File: src/rtl/mux_n_in_reg.sv
// mux_n_in_reg: registered N-input selector with a valid/ready handshake on both sides.
// One result per cycle of throughput. An out-of-range select loads input 0.
//
// Optional feature: define MUX_N_IN_REG_ERRO_EN to build the sticky out-of-range
// flag (erro) and the saturating 8-bit counter (num_erros). Without the macro,
// both outputs are tied to 0.
//
// Ports:
//   clk          rising-edge clock
//   reset        synchronous, active-high reset
//   entradas     NUM_ENTRADAS*LARGURA flattened inputs; input k at [k*LARGURA +: LARGURA]
//   controle     select index, sampled with the input transfer
//   in_valido    upstream offers entradas/controle this cycle
//   in_pronto    block accepts a transfer this cycle (combinational)
//   saida        registered selected data
//   saida_valida saida holds an undelivered result
//   saida_pronta downstream consumes saida this cycle
//   erro         sticky out-of-range select flag
//   num_erros    saturating count of out-of-range selects
module mux_n_in_reg #(
  parameter int unsigned LARGURA      = 32,
  parameter int unsigned NUM_ENTRADAS = 5,
  parameter int unsigned SEL_W        = $clog2(NUM_ENTRADAS)
) (
  input  logic                            clk,
  input  logic                            reset,
  input  logic [NUM_ENTRADAS*LARGURA-1:0] entradas,
  input  logic [SEL_W-1:0]                controle,
  input  logic                            in_valido,
  output logic                            in_pronto,
  output logic [LARGURA-1:0]              saida,
  output logic                            saida_valida,
  input  logic                            saida_pronta,
  output logic                            erro,
  output logic [7:0]                      num_erros
);

  typedef enum logic {
    VAZIO = 1'b0,
    CHEIO = 1'b1
  } estado_t;

  estado_t              estado;
  logic                 transfer;
  logic [LARGURA-1:0]   dado_sel;

  assign saida_valida = (estado == CHEIO);
  // Ready whenever the output slot is free or is being drained this cycle.
  assign in_pronto    = !saida_valida || saida_pronta;
  assign transfer     = in_valido && in_pronto;

  // Input selection; anything not matching a legal index falls back to input 0.
  always_comb begin
    dado_sel = entradas[LARGURA-1:0];
    for (int unsigned k = 1; k < NUM_ENTRADAS; k++) begin
      if (32'(controle) == 32'(k)) begin
        dado_sel = entradas[k*LARGURA +: LARGURA];
      end
    end
  end

  // Two-state output slot: VAZIO (empty) / CHEIO (holding a result).
  always_ff @(posedge clk) begin
    if (reset) begin
      estado <= VAZIO;
      saida  <= '0;
    end else begin
      case (estado)
        VAZIO: begin
          if (transfer) begin
            estado <= CHEIO;
            saida  <= dado_sel;
          end
        end
        CHEIO: begin
          if (transfer) begin
            saida <= dado_sel;
          end else if (saida_pronta) begin
            estado <= VAZIO;
          end
        end
        default: begin
          estado <= VAZIO;
        end
      endcase
    end
  end

`ifdef MUX_N_IN_REG_ERRO_EN
  logic fora_faixa;

  assign fora_faixa = (32'(controle) >= 32'(NUM_ENTRADAS));

  // Sticky flag plus saturating counter of accepted out-of-range selects.
  always_ff @(posedge clk) begin
    if (reset) begin
      erro      <= 1'b0;
      num_erros <= 8'h00;
    end else if (transfer && fora_faixa) begin
      erro <= 1'b1;
      if (num_erros != 8'hFF) begin
        num_erros <= num_erros + 8'd1;
      end
    end
  end
`else
  assign erro      = 1'b0;
  assign num_erros = 8'h00;
`endif

endmodule

File: config.mk
export PLATFORM = sky130hd
export DESIGN_NAME = mux_n_in_reg
export DESIGN_NICKNAME = d
export VERILOG_FILES = /design/src/rtl/mux_n_in_reg.sv
export SDC_FILE = /design/constraint.sdc
export NUM_CORES = 1
export LEC_CHECK = 0
export CAP_MARGIN = 20
export CORE_MARGIN = 2
export CORE_UTILIZATION = 37
export CTS_CLUSTER_SIZE = 24
export DETAILED_ROUTE_END_ITERATION = 10
export PLACE_DENSITY = 0.88
export SYNTH_ARGS = -nofsm -noshare
export SYNTH_HDL_FRONTEND = slang
export SYNTH_SLANG_ARGS = --single-unit
File: constraint.sdc
create_clock -name clk -period 3.95 [get_ports clk]
set_input_delay 0.395 -clock clk [delete_from_list [all_inputs] [get_ports clk]]
set_output_delay 0.395 -clock clk [all_outputs]
set_load 0.01 [all_outputs]
; After elaboration in Yosys (flattened, before gate mapping)
; Cells that the tools add are included.
[op_classes]
n_bitwise = 1
reduce_logical = 3
n_eq_ne = 4
mux = 9
[op_table]
columns = cell, count
row1 = 2-to-1 mux 32 bit, 5
row2 = equality test 3 x 2 -> 1 bit (second input constant), 2
row3 = equality test 3 x 1 -> 1 bit (second input constant), 1
row4 = equality test 3 bit (second input constant), 1
row5 = 2-to-1 mux 1 bit, 3
row6 = one-hot mux 1 bit (2 select lines), 1
row7 = logical AND 1 bit, 1
row8 = zero test 1 bit, 1
row9 = logical OR 1 bit, 1
row10 = NOT 1 bit, 1
[word_totals]
in_bits = 167
reg_bits = 33
out_inout_bits = 43

; Longest topological paths before layout
; Gate-level depths: netlist of the first run.
[depth]
depth_word = 6
depth_mapped = 6
mapped_depth_nobuf = 4

; Least setup slack after synthesis of the first run
; OpenSTA, ideal clock, no wires.
[synth_timing]
path_kind = in2reg
startpoint = input port controle[2]
endpoint = register saida[10]
t_arrival_ns = 1.495
t_required_ns = 3.811
setup_ns = 0.139
setup_slack_ns = 2.316
cell_stages = 6
path_cell_list = buf_4 or3b_2 clkbuf_1 clkbuf_1 nor4_1 a2111oi_1
[synth_via]
elab_chain_cells = 6
[synth_lines]
columns = item, line
row1 = from (decl), 28  ; input logic [SEL_W-1:0] controle,
row2 = equality test 3 x 1 -> 1 bit, 56  ; if (32'(controle) == 32'(k)) begin
row3 = 2-to-1 mux 32 bit (3 in a row), 56
row4 = 2-to-1 mux 32 bit (*), 56
row5 = 2-to-1 mux 32 bit (*), "70, 76"
row6 = to (signal assigned), 72  ; saida <= dado_sel;
row7 = to (signal assigned), 77  ; saida <= dado_sel;
row8 = to (decl), 31  ; output logic [LARGURA-1:0] saida,
; Mark *: on every way between the ends. The rest lies on a longest branch, timed or not. The select of a mux whose other input is x is not followed.
; A chain may end at the register's enable or synchronous reset.

; Worst setup path after layout of the first run
[layout_timing]
startpoint = input port controle[2]
endpoint = register saida[1]
; Same word-level chain as after synthesis.

==> results of run 1 <==
[power by group through the flow]
stage | Sequential (mW) | Clock (mW) | Combinational, mW
after floorplan | 0.398 | 0 | 0.182
after global placement | 0.387 | 0 | 0.438
after detailed placement | 0.387 | 0 | 0.448
after CTS | 0.380 | 0.294 | 0.450
after global routing | 0.383 | 0.306 | 0.482
final | 0.381 | 0.287 | 0.453
[cell families (layout without fill, tap and decap cells)]
group,count (synthesis),after routing,synth area share
and+or+nand+nor,35,35,0.0822
other,1,9,0.00135
muxes,32,32,0.116
DFF,33,33,0.239
AOI/OAI and AO/OA,162,162,0.437
buffers and inverters,63,220,0.125
[cells in the mapped netlist]
cell type / n
a21oi_1: 65
nor4_1: 32
buf_2: 9
clkinv_1: 1
buf_4: 11
a2111oi_0: 34
buf_12: 3
clkbuf_1: 37
nor3b_2: 1
a2111oi_1: 30
buf_6: 1
conb_1: 1
o21bai_1: 1
mux2i_1: 32
inv_1: 1
dfxtp_1: 33
or3b_2: 1
a211o_1: 32
nor2b_1: 1
[path summary, 6_finish.rpt]
path | from | end | slack [ps]
max | controle[2] | saida[1]$_SDFFE_PP0P_ | 1290
min | saida[10]$_SDFFE_PP0P_ | saida[10]$_SDFFE_PP0P_ | 520
max reg2reg | saida_valida$_SDFF_PP0_ | saida[1]$_SDFFE_PP0P_ | 2030
min reg2reg | saida[10]$_SDFFE_PP0P_ | saida[10]$_SDFFE_PP0P_ | 520
[final cells by class]
type,instances,share of cell area
repair buffers,210,0.434
multi-input cells,238,0.379
flip-flops and latches,33,0.138
well taps,99,0.0259
clock buffers,7,0.0202
inverters,2,0.00157
clock inverters,1,0.00105
[per-layer routing]
| layer | vias to the layer above | share of wire | track usage |
|---|---|---|---|
| li1 | 1671 | - | - |
| met1 | 1621 | 0.39 | 0.308 |
| met2 | 207 | 0.50 | 0.458 |
| met3 | 22 | 0.092 | 0.0718 |
| met4 | 0 | 0.022 | 0.0705 |
| met5 | - | 0 | 0 |
[state kept, by name (all words and copies together), names as in the netlist]
| name | cells |
|---|---|
| saida_valida | 1 |
| saida | 32 |
[worst register-to-register path, stage by stage, from the launching register on]
cell and delay (ps):
dfxtp_1 350, nor2b_4 160, buf_4 510, a2111oi_0 190, a2111oi_1 560
==> results.py, run 1 <==
metrics = {
    "outcome": {
        "status": "completed",
    },
    "sta": {
        "clock.fmax_mhz": 376,
        "setup_tns_ps": 0,
        "timing.hold.ws_ps": 523,
        "slew_headroom": 0.286,
        "final_hold_viol_count": 0,
        "layout_setup_ws_ps": 1290,
        "setup_viol": 0,
        "maxSlewViolCount": 0,
        "skew_ps": 9.97,
        "rsz0062_at_grt": "false",
        "tightestPinTransition_ps": 1070,
        "finalCritPeriodShare": 0.673,
        "fin_crit_ps": 2660,
    },
    "clock_network": {
        "cts_setup_buffers": 0,
        "cts_buffer_depth": 2,
        "cts_buffers": 5,
        "clkTransAtPathRegs_ps": 80,
        "cts_max_level": 2,
        "clock_sinks": 33,
        "cts_hold_buf": 0,
        "cts_tree": "done",
        "cts_resized": 0,
        "insertion_delay_ps": 280,
        "root_buffer": "clkbuf_8",
    },
    "placement": {
        "routabilityCongestion": 0.896,
        "hpwl_um": 8320,
        "placed_cells": 581,
        "preCtsSetupSlack_ps": 1010,
        "numPortBuffers": 200,
        "post_dp_cell_area_sq_mm": 0.00466,
    },
    "synthesis": {
        "synthCells": 326,
        "avgSynthCellArea_sq_um": 8.49,
        "yosys_warnings": 0,
        "synth.distinct_cells": 19,
        "synth_top_area_share": 0.239,
        "ys_ff_latch": 33,
        "synth_area_leaders": "dfxtp_1 24%, a21oi_1 12%, mux2i_1 12%",
        "yosys.area.top_type": "dfxtp_1",
        "ys_seq_area_frac": 0.239,
        "synth_area_sq_mm": 0.00277,
    },
    "worst_setup_path": {
        "cp.arrival_ps": 2790,
        "worstPathMaxFanout": 17,
        "crit_slowest_cell": "clkdlybuf4s50_1",
        "cp_cell_sequence": "clkdlybuf4s50_1 -> nor3b_4 -> buf_4 -> a2111oi_0 -> a2111oi_1",
        "rr_worst_depth": 4,
        "cp.depth": 5,
        "worst-setup-path-type": "in2reg",
        "required_ps": 4080,
        "critPathTopFamily": "buffers and inverters",
        "cp_num_buf_inv": 2,
        "slowest_delay_ps": 780,
        "cp-end-kind": "register",
        "startpoint_type": "input pin",
    },
    "power": {
        "pwr-share-comb": 0.404,
        "power_density_mw_per_mm2": 235,
        "swShare": 0.296,
        "p_leak_nw": 1.69,
        "internal_power_mw": 0.790,
        "power_frac_clock": 0.256,
        "p_sw_mw": 0.331,
        "power_frac_seq": 0.340,
        "ir_worst_vdd_mv": 0.133,
        "power_mw": 1.12,
    },
    "layout": {
        "fillCellCount": 607,
        "nets": 657,
        "syn2layout_area_growth_pct": 72.6,
        "n_antenna_cell": 0,
        "stdcell_area_sq_mm": 0.00478,
        "final_cell_mix": "198 x clkdlybuf4s50_1, 65 x a21oi_1, 34 x a2111oi_0, 33 x dfxtp_1",
        "drive_above_1_share": 0.0509,
        "utilization": 0.659,
        "final_cells": 590,
        "regArea_sq_um": 661,
        "final_common_cell": "clkdlybuf4s50_1",
        "multiInputGateArea_sq_mm": 0.00181,
    },
    "grt": {
        "grt_usage": 0.260,
        "overflow": 0,
        "grt_pass1_wl_um": 17400,
        "grt_max_degree": 66,
        "grt_pass1_vias": 3331,
        "antenna_found_initial": 0,
    },
    "floorplanning": {
        "coreArea_sq_mm": 0.00725,
        "start_util": 0.382,
        "io_pins": 210,
        "die_area_sq_mm": 0.00819,
        "rows": 31,
        "die_h_um": 90.5,
        "die_w_um": 90.5,
    },
    "route": {
        "wl_um": 11500,
        "drt-vias-per-instance": 5.97,
        "drc_errors": 0,
        "wire_per_inst_um": 19.5,
        "first_pass_iters": 4,
        "ant_nets": 0,
        "vias": 3521,
        "drt_iter0_drc": 213,
    },
    "run": {
        "cap_violations": 0,
    },
    "min_path": {
        "hold_class": "reg2reg",
        "hold_path_depth": 2,
    },
}
No activity file was read; power rests on OpenSTA's default activity.
==> run 2: changes to the inputs <==
Settings changed: CORE_UTILIZATION 37 to 31, PLACE_DENSITY 0.88 to 0.79.
Clock period 3.95 ns to 2.3 ns, I/O delays scaled along.
==> results.py, run 2 (synthesized netlist as in run 1, its figures left out) <==
metrics = {
    "sta": {
        "rsz0062_at_grt": "false",
        "tightestPinTransition_ps": 772,
        "final_hold_viol_count": 0,
        "clock.fmax_mhz": 545,
        "maxSlewViolCount": 0,
        "timing.hold.ws_ps": 528,
        "setup_viol": 0,
        "slew_headroom": 0.485,
        "setup_tns_ps": 0,
        "fin_crit_ps": 1830,
        "skew_ps": 6.24,
        "finalCritPeriodShare": 0.797,
    },
    "worst_setup_path": {
        "cp.depth": 4,
        "regToRegSetupSlack_ps": 650,
        "r2r-end": "saida[31]$_SDFFE_PP0P_",
        "cp-end-kind": "register",
        "rr_worst_depth": 4,
        "required_ps": 2440,
        "cp_cell_sequence": "clkdlybuf4s50_1 -> or3b_2 -> nor4_1 -> a2111oi_1",
        "worstPathMaxFanout": 32,
        "startpoint_type": "input pin",
        "worst-setup-path-type": "in2reg",
        "r2r_start": "saida_valida$_SDFF_PP0_",
        "startpoint": "controle[2]",
        "critPathTopFamily": "simple AND/OR/NAND/NOR gates",
        "crit_slowest_cell": "or3b_2",
        "slowest_delay_ps": 780,
        "cp_num_buf_inv": 1,
        "cp.arrival_ps": 1970,
    },
    "clock_network": {
        "cts_setup_buffers": 0,
        "clkTransAtPathRegs_ps": 70,
        "cts_buffer_depth": 2,
        "cts_resized": 0,
        "cts_max_level": 2,
        "clock_sinks": 33,
        "cts_hold_buf": 0,
        "cts_tree": "done",
        "cts_buffers": 5,
        "root_buffer": "clkbuf_8",
        "insertion_delay_ps": 280,
    },
    "grt": {
        "overflow": 0,
        "grt_pass1_wl_um": 18000,
        "grt_max_degree": 48,
        "grt_usage": 0.226,
        "antenna_found_initial": 0,
        "grt_pass1_vias": 3649,
    },
    "floorplanning": {
        "coreArea_sq_mm": 0.00868,
        "io_pins": 210,
        "start_util": 0.319,
        "die_w_um": 98.5,
        "die_h_um": 98.5,
        "die_area_sq_mm": 0.00970,
        "rows": 34,
    },
    "min_path": {
        "hold_class": "reg2reg",
        "hold_path_depth": 2,
        "holdPathEnd": "saida[21]$_SDFFE_PP0P_",
        "min_from": "saida[21]$_SDFFE_PP0P_",
    },
    "route": {
        "ant_nets": 0,
        "wl_um": 11700,
        "first_pass_iters": 4,
        "vias": 3598,
        "drt-vias-per-instance": 5.94,
        "drc_errors": 0,
        "wire_per_inst_um": 19.2,
        "drt_iter0_drc": 167,
    },
    "layout": {
        "n_antenna_cell": 0,
        "syn2layout_area_growth_pct": 75.1,
        "largest_reg_flops": 32,
        "multiInputGateArea_sq_mm": 0.00181,
        "fillCellCount": 799,
        "regArea_sq_um": 661,
        "nets": 665,
        "drive_above_1_share": 0.0622,
        "top_register": "saida",
        "final_cell_mix": "198 x clkdlybuf4s50_1, 65 x a21oi_1, 34 x a2111oi_0, 33 x dfxtp_1",
        "final_common_cell": "clkdlybuf4s50_1",
    },
    "placement": {
        "numPortBuffers": 200,
        "routabilityCongestion": 0.854,
        "hpwl_um": 8630,
    },
    "run": {
        "cap_violations": 0,
    },
    "outcome": {
        "status": "completed",
    },
    "power": {
        "power_density_mw_per_mm2": 392,
        "ir_worst_vdd_mv": 0.209,
        "p_leak_nw": 1.73,
    },
}
==> run 2: cell count changes in the layout (fill, tap and decap cells not counted) <==
cell,delta
buf_4,+7
buf_12,+1
clkbuf_1,+1
clkbuf_8,-1
clkinv_2,-1
==> run 2: worst min-delay path, stage by stage (launching register included) <==
cell       delay [ps]
dfxtp_1           310
a21oi_1           110
a2111oi_1          60
==> run 2: worst max path at each step <==
stage                     slack, ps                     end
after global routing            400  saida[30]$_SDFFE_PP0P_
after global placement          250  saida[28]$_SDFFE_PP0P_
after CTS                       440  saida[30]$_SDFFE_PP0P_
after detailed placement        130  saida[30]$_SDFFE_PP0P_
final                           470  saida[30]$_SDFFE_PP0P_
after floorplan                 810  saida[10]$_SDFFE_PP0P_
==> run 2: power by group <==
| group | internal, mW | total, mW | switching [mW] |
|---|---|---|---|
| combinational | 0.472 | 0.792 | 0.320 |
| clock | 0.238 | 0.453 | 0.215 |
| sequential | 0.623 | 0.654 | 0.0308 |
==> run 2: stage by stage <==
stage,utilization,std cells,total power [mW],setup WS [ps],area [sq um]
after floorplan,-,334,0.997,809,2800
after global placement,0.547,598,1.43,251,4750
after detailed placement,0.547,598,1.45,133,4750
after CTS,0.557,605,1.91,439,4830
after global routing,0.559,606,2.00,400,4850
final,0.559,606,1.90,466,4850
==> run 2: metal layers <==
metal / share of wire / vias up / global-route usage
li1: - / 1690 / -
met1: 0.39 / 1669 / 0.260
met2: 0.49 / 211 / 0.402
met3: 0.098 / 28 / 0.0667
met4: 0.024 / 0 / 0.0727
met5: 0 / - / 0
==> run 2: layout make-up <==
class	instances	area share
repair buffers	218	0.443
well taps	108	0.0279
multi-input cells	238	0.374
inverters	2	0.00155
flip-flops and latches	33	0.136
clock buffers	7	0.0178
==> edit 1 (settings of run 1) <==
Put a register stage on the output `in_pronto`, cleared by the reset. The value now appears one clock later. The other outputs are not delayed to match. Comments in the files are not updated.
--- a/src/rtl/mux_n_in_reg.sv
+++ b/src/rtl/mux_n_in_reg.sv
@@ -40,14 +40,16 @@
     CHEIO = 1'b1
   } estado_t;
 
+  logic in_pronto_d;
+
   estado_t              estado;
   logic                 transfer;
   logic [LARGURA-1:0]   dado_sel;
 
   assign saida_valida = (estado == CHEIO);
   // Ready whenever the output slot is free or is being drained this cycle.
-  assign in_pronto    = !saida_valida || saida_pronta;
-  assign transfer     = in_valido && in_pronto;
+  assign in_pronto_d  = !saida_valida || saida_pronta;
+  assign transfer     = in_valido && in_pronto_d;
 
   // Input selection; anything not matching a legal index falls back to input 0.
   always_comb begin
@@ -108,5 +110,13 @@
   assign num_erros = 8'h00;
 `endif
 
+  always_ff @(posedge clk) begin
+    if (reset) begin
+      in_pronto <= '0;
+    end else begin
+      in_pronto <= in_pronto_d;
+    end
+  end
+
 endmodule
 
Formal check against the unedited RTL: not equivalent (Yosys sat finds a counterexample within 4 cycles, from zero or initial values and one cycle with reset high).
==> edit 1 against run 1 <==
Design area grew 2.1%. Sequential power grew 3%. Maximum frequency grew 8.7%. Worst setup slack gained 0.21 ns. Area after synthesis grew 1.1%. Combinational power grew 2%. Total power grew 11%. Critical path depth is the same. Wire length grew 4.3%. Utilization grew 1.1 points. Critical path type unchanged. Sequential cell count grew 1.
==> edit 1: results <==
# TYPE chip_impl_metric gauge
chip_impl_metric{name="timing.critical_path.fanout_max",unit=""} 24
chip_impl_metric{name="filler_cell_count",unit=""} 616
chip_impl_info{name="status",value="finished, final reports clean"} 1
chip_impl_metric{name="drt-total-wl",unit="mm"} 12.0
chip_impl_metric{name="routed_via_density",unit=""} 6.21
chip_impl_metric{name="post_route_cells_drive_above_1_share",unit="%"} 5.26
chip_impl_metric{name="synth_cell_types",unit=""} 20
chip_impl_metric{name="routabilityCongestion",unit=""} 0.826
chip_impl_metric{name="grt_pass1_vias",unit=""} 3692
chip_impl_metric{name="total_area_of_sequential_cells",unit="um2"} 681
chip_impl_metric{name="drt_pass1_iterations",unit=""} 6
chip_impl_metric{name="track_usage",unit="%"} 27.4
chip_impl_metric{name="critPathArrivalTime",unit="ns"} 2.60
chip_impl_metric{name="power.leakage",unit="nW"} 1.73
chip_impl_metric{name="fin_skew",unit="ns"} 0.0113
chip_impl_metric{name="crit_path_max_incr_delay",unit="ns"} 0.83
chip_impl_metric{name="detailedPlace.worstSlack",unit="ns"} 0.791
chip_impl_metric{name="power.switching_fraction",unit="%"} 28.0
chip_impl_info{name="synth.cells.most_frequent",value="sky130_fd_sc_hd__a21oi_1, sky130_fd_sc_hd__clkbuf_1, sky130_fd_sc_hd__a2111oi_0, sky130_fd_sc_hd__dfxtp_1"} 1
chip_impl_metric{name="irDropWorstVdd",unit="mV"} 0.146
chip_impl_metric{name="yosys_register_bits",unit=""} 34
chip_impl_metric{name="placedInstanceArea",unit="mm2"} 0.00469
chip_impl_metric{name="dpl.hpwl",unit="mm"} 8.36
chip_impl_metric{name="grt_pass1_wl",unit="mm"} 18.5
chip_impl_metric{name="maxSlewHeadroom",unit="%"} 34.8
chip_impl_metric{name="seq_area_frac_synth",unit="%"} 24.3
chip_impl_info{name="synth_area_leaders",value="sky130_fd_sc_hd__dfxtp_1, sky130_fd_sc_hd__a21oi_1, sky130_fd_sc_hd__mux2i_1"} 1
edit 1: final cells by class:
class / count / share of cell area, %
Multi-Input combinational cell: 240 / 37.3
Sequential cell: 34 / 13.9
Clock inverter: 3 / 1.41
Timing Repair Buffer: 211 / 43.3
Tap cell: 99 / 2.54
Clock buffer: 5 / 1.41
Inverter: 1 / 0.0769
edit 1: cells by family (layout without fill, tap and decap cells):
kind of cell / count (synthesis) / count (layout) / synth area share [%]
flip-flops: 34 / 34 / 24.3
other: 1 / 9 / 0.134
buffers and inverters: 63 / 220 / 12.3
multiplexers: 32 / 32 / 11.4
AO/OA/AOI/OAI: 162 / 162 / 43.3
AND/OR/NAND/NOR: 37 / 37 / 8.49
edit 1: stage by stage:
| step | power, W | std cells |
|---|---|---|
| 6_report | 0.00125 | 593 |
| 2_1_floorplan | 0.000593 | 337 |
| 4_1_cts | 0.00124 | 591 |
| 3_5_place_dp | 0.000850 | 583 |
| 5_1_grt | 0.00130 | 593 |
| 3_3_place_gp | 0.000838 | 583 |
edit 1: per-layer routing:
layer,vias to the layer above,part of all wire [%],GRT usage [%]
met5,-,0,0
met4,0,1.8,8.08
met3,29,9.5,7.39
met2,252,50,48.3
li1,1675,-,-
met1,1725,38,32.4
edit 1: tightest hold or removal path, cell delays in order:
cell and delay, ns:
sky130_fd_sc_hd__buf_2 0.16, sky130_fd_sc_hd__a211o_1 0.14, sky130_fd_sc_hd__a2111oi_1 0.06
edit 1: worst paths after layout:
path / depth (start not counted) / slack (ns) / from / to
max: 5 / 1.50 / controle[2] / saida[3]
min reg2reg: 2 / 0.52 / saida[18] / saida[18]
max reg2reg: 4 / 1.97 / saida_valida / saida[26]
min: 3 / 0.51 / controle[1] / saida[7]
edit 1: power groups by stage:
stage / Sequential, W / Clock (W) / Combinational (W)
2_1_floorplan: 0.000410 / 0 / 0.000183
3_3_place_gp: 0.000398 / 0 / 0.000440
3_5_place_dp: 0.000398 / 0 / 0.000452
4_1_cts: 0.000392 / 0.000398 / 0.000454
5_1_grt: 0.000395 / 0.000413 / 0.000491
6_report: 0.000393 / 0.000395 / 0.000462
==> edit 2 (settings of run 1) <==
Without the edit above. `LARGURA`: 32 -> 48.
--- a/src/rtl/mux_n_in_reg.sv
+++ b/src/rtl/mux_n_in_reg.sv
@@ -18,7 +18,7 @@
 //   erro         sticky out-of-range select flag
 //   num_erros    saturating count of out-of-range selects
 module mux_n_in_reg #(
-  parameter int unsigned LARGURA      = 32,
+  parameter int unsigned LARGURA      = 48,
   parameter int unsigned NUM_ENTRADAS = 5,
   parameter int unsigned SEL_W        = $clog2(NUM_ENTRADAS)
 ) (
Ports: changed (resized entradas and saida); port bits go from 210 to 306. The function was not compared with the original's and may differ.
==> edit 2 against run 1 <==
Design area up 46%. Critical path depth down 1. Wire length grew 57%. Count of clock-buffer cells in the layout unchanged. Total power up 45%. Clock power is 33% higher. Worst setup slack improved by 0.22 ns. Utilization decreased by 1.4 points. Sequential cell count up 16. Sequential share of layout area rose by 0.20 points. Combinational power increased by 50%. Area after synthesis grew 49%. Critical path type unchanged. Critical endpoint is now saida[29]. Largest power group unchanged.
==> edit 2: results <==
# TYPE chip_impl_metric gauge
chip_impl_info{name="status",value="finished, final reports clean"} 1
chip_impl_metric{name="grt_pass1_vias",unit=""} 5224
chip_impl_metric{name="total_power",unit="W"} 0.00162
chip_impl_metric{name="vias",unit=""} 5307
chip_impl_metric{name="track_usage",unit="%"} 27.6
chip_impl_metric{name="post_route_cells_drive_above_1_share",unit="%"} 3.79
chip_impl_metric{name="holdWs",unit="ns"} 0.528
chip_impl_metric{name="p_int",unit="W"} 0.00114
chip_impl_metric{name="critPathArrivalTime",unit="ns"} 2.60
chip_impl_info{name="synth_area_leaders",value="sky130_fd_sc_hd__dfxtp_1, sky130_fd_sc_hd__a2111oi_1, sky130_fd_sc_hd__a21oi_1"} 1
chip_impl_metric{name="irDropWorstVdd",unit="mV"} 0.213
chip_impl_metric{name="timing.critical_path.fanout_max",unit=""} 99
chip_impl_metric{name="nNetsFinal",unit=""} 959
chip_impl_info{name="cpLargestDelayFamily",value="compound AO/OA/AOI/OAI gates"} 1
chip_impl_metric{name="grt_max_degree",unit=""} 100
chip_impl_metric{name="finalNonFillerCells",unit=""} 853
chip_impl_metric{name="detailedPlace.worstSlack",unit="ns"} 1.09
chip_impl_metric{name="largest_register_ffs",unit=""} 48
chip_impl_metric{name="routabilityCongestion",unit=""} 0.883
chip_impl_metric{name="power.leakage",unit="nW"} 2.44
chip_impl_metric{name="power_frac_seq",unit="%"} 34.8
chip_impl_metric{name="clock_power_share",unit="%"} 23.5
chip_impl_metric{name="clk-insertion-delay-late",unit="ns"} 0.30
chip_impl_metric{name="drt-total-wl",unit="mm"} 18.1
chip_impl_metric{name="crit_path_max_incr_delay",unit="ns"} 1.00
chip_impl_info{name="crit_path_top_delay_cell",value="sky130_fd_sc_hd__o21bai_4"} 1
chip_impl_metric{name="dpl.hpwl",unit="mm"} 12.4
chip_impl_metric{name="io_buffer_count",unit=""} 296
chip_impl_metric{name="powerDensity",unit="mW/mm2"} 232
chip_impl_metric{name="synth_cell_types",unit=""} 20
chip_impl_metric{name="worst_slew_pin_slew",unit="ns"} 1.10
chip_impl_metric{name="seq_area_frac_synth",unit="%"} 23.8
chip_impl_metric{name="placedInstanceArea",unit="mm2"} 0.00686
==> edit 2: cell types whose count changed after synthesis, sizes merged <==
cell	change
inv	+1
buf	+13
a211o	+16
clkbuf	+13
nor4	+16
dfxtp	+16
mux2i	+16
a2111oi	+32
clkinv	-1
a21oi	+32
==> edit 2: routing by layer <==
metal	GRT usage (%)	wire [um]	vias to the layer above	part of all wire [%]
li1	-	-	2454	-
met1	30.5	6750	2503	37
met2	50.9	9070	303	50
met3	6.70	1790	47	9.9
met4	9.67	529	0	2.9
met5	0	0	-	0
==> edit 2: worst paths after layout <==
kind,start,endpoint
setup / recovery,controle[1],saida[29]
hold / removal,saida[45],saida[45]
setup reg to reg,saida_valida,saida[6]
hold reg to reg,saida[45],saida[45]
==> edit 2: layout make-up <==
| type | instances | share of cell area (%) |
|---|---|---|
| Inverter | 2 | 0.107 |
| Clock inverter | 1 | 0.429 |
| Sequential cell | 49 | 14.0 |
| Timing Repair Buffer | 304 | 43.1 |
| Tap cell | 140 | 2.50 |
| Clock buffer | 7 | 1.23 |
| Multi-Input combinational cell | 350 | 38.6 |
==> edit 2: logic make-up (layout without fill, tap and decap cells) <==
| group | count (synthesis) | in the layout | synth area share (%) |
|---|---|---|---|
| compound gates | 242 | 242 | 44.5 |
| mux | 48 | 48 | 11.7 |
| simple gates | 51 | 51 | 7.95 |
| other cells | 1 | 9 | 0.0910 |
| buf+inv | 89 | 314 | 12.0 |
| flops | 49 | 49 | 23.8 |
==> edit 2: tightest hold or removal path, cell delays in order (launching register included) <==
cell and delay, ns:
sky130_fd_sc_hd__dfxtp_1 0.32, sky130_fd_sc_hd__a21oi_1 0.11, sky130_fd_sc_hd__a2111oi_1 0.06
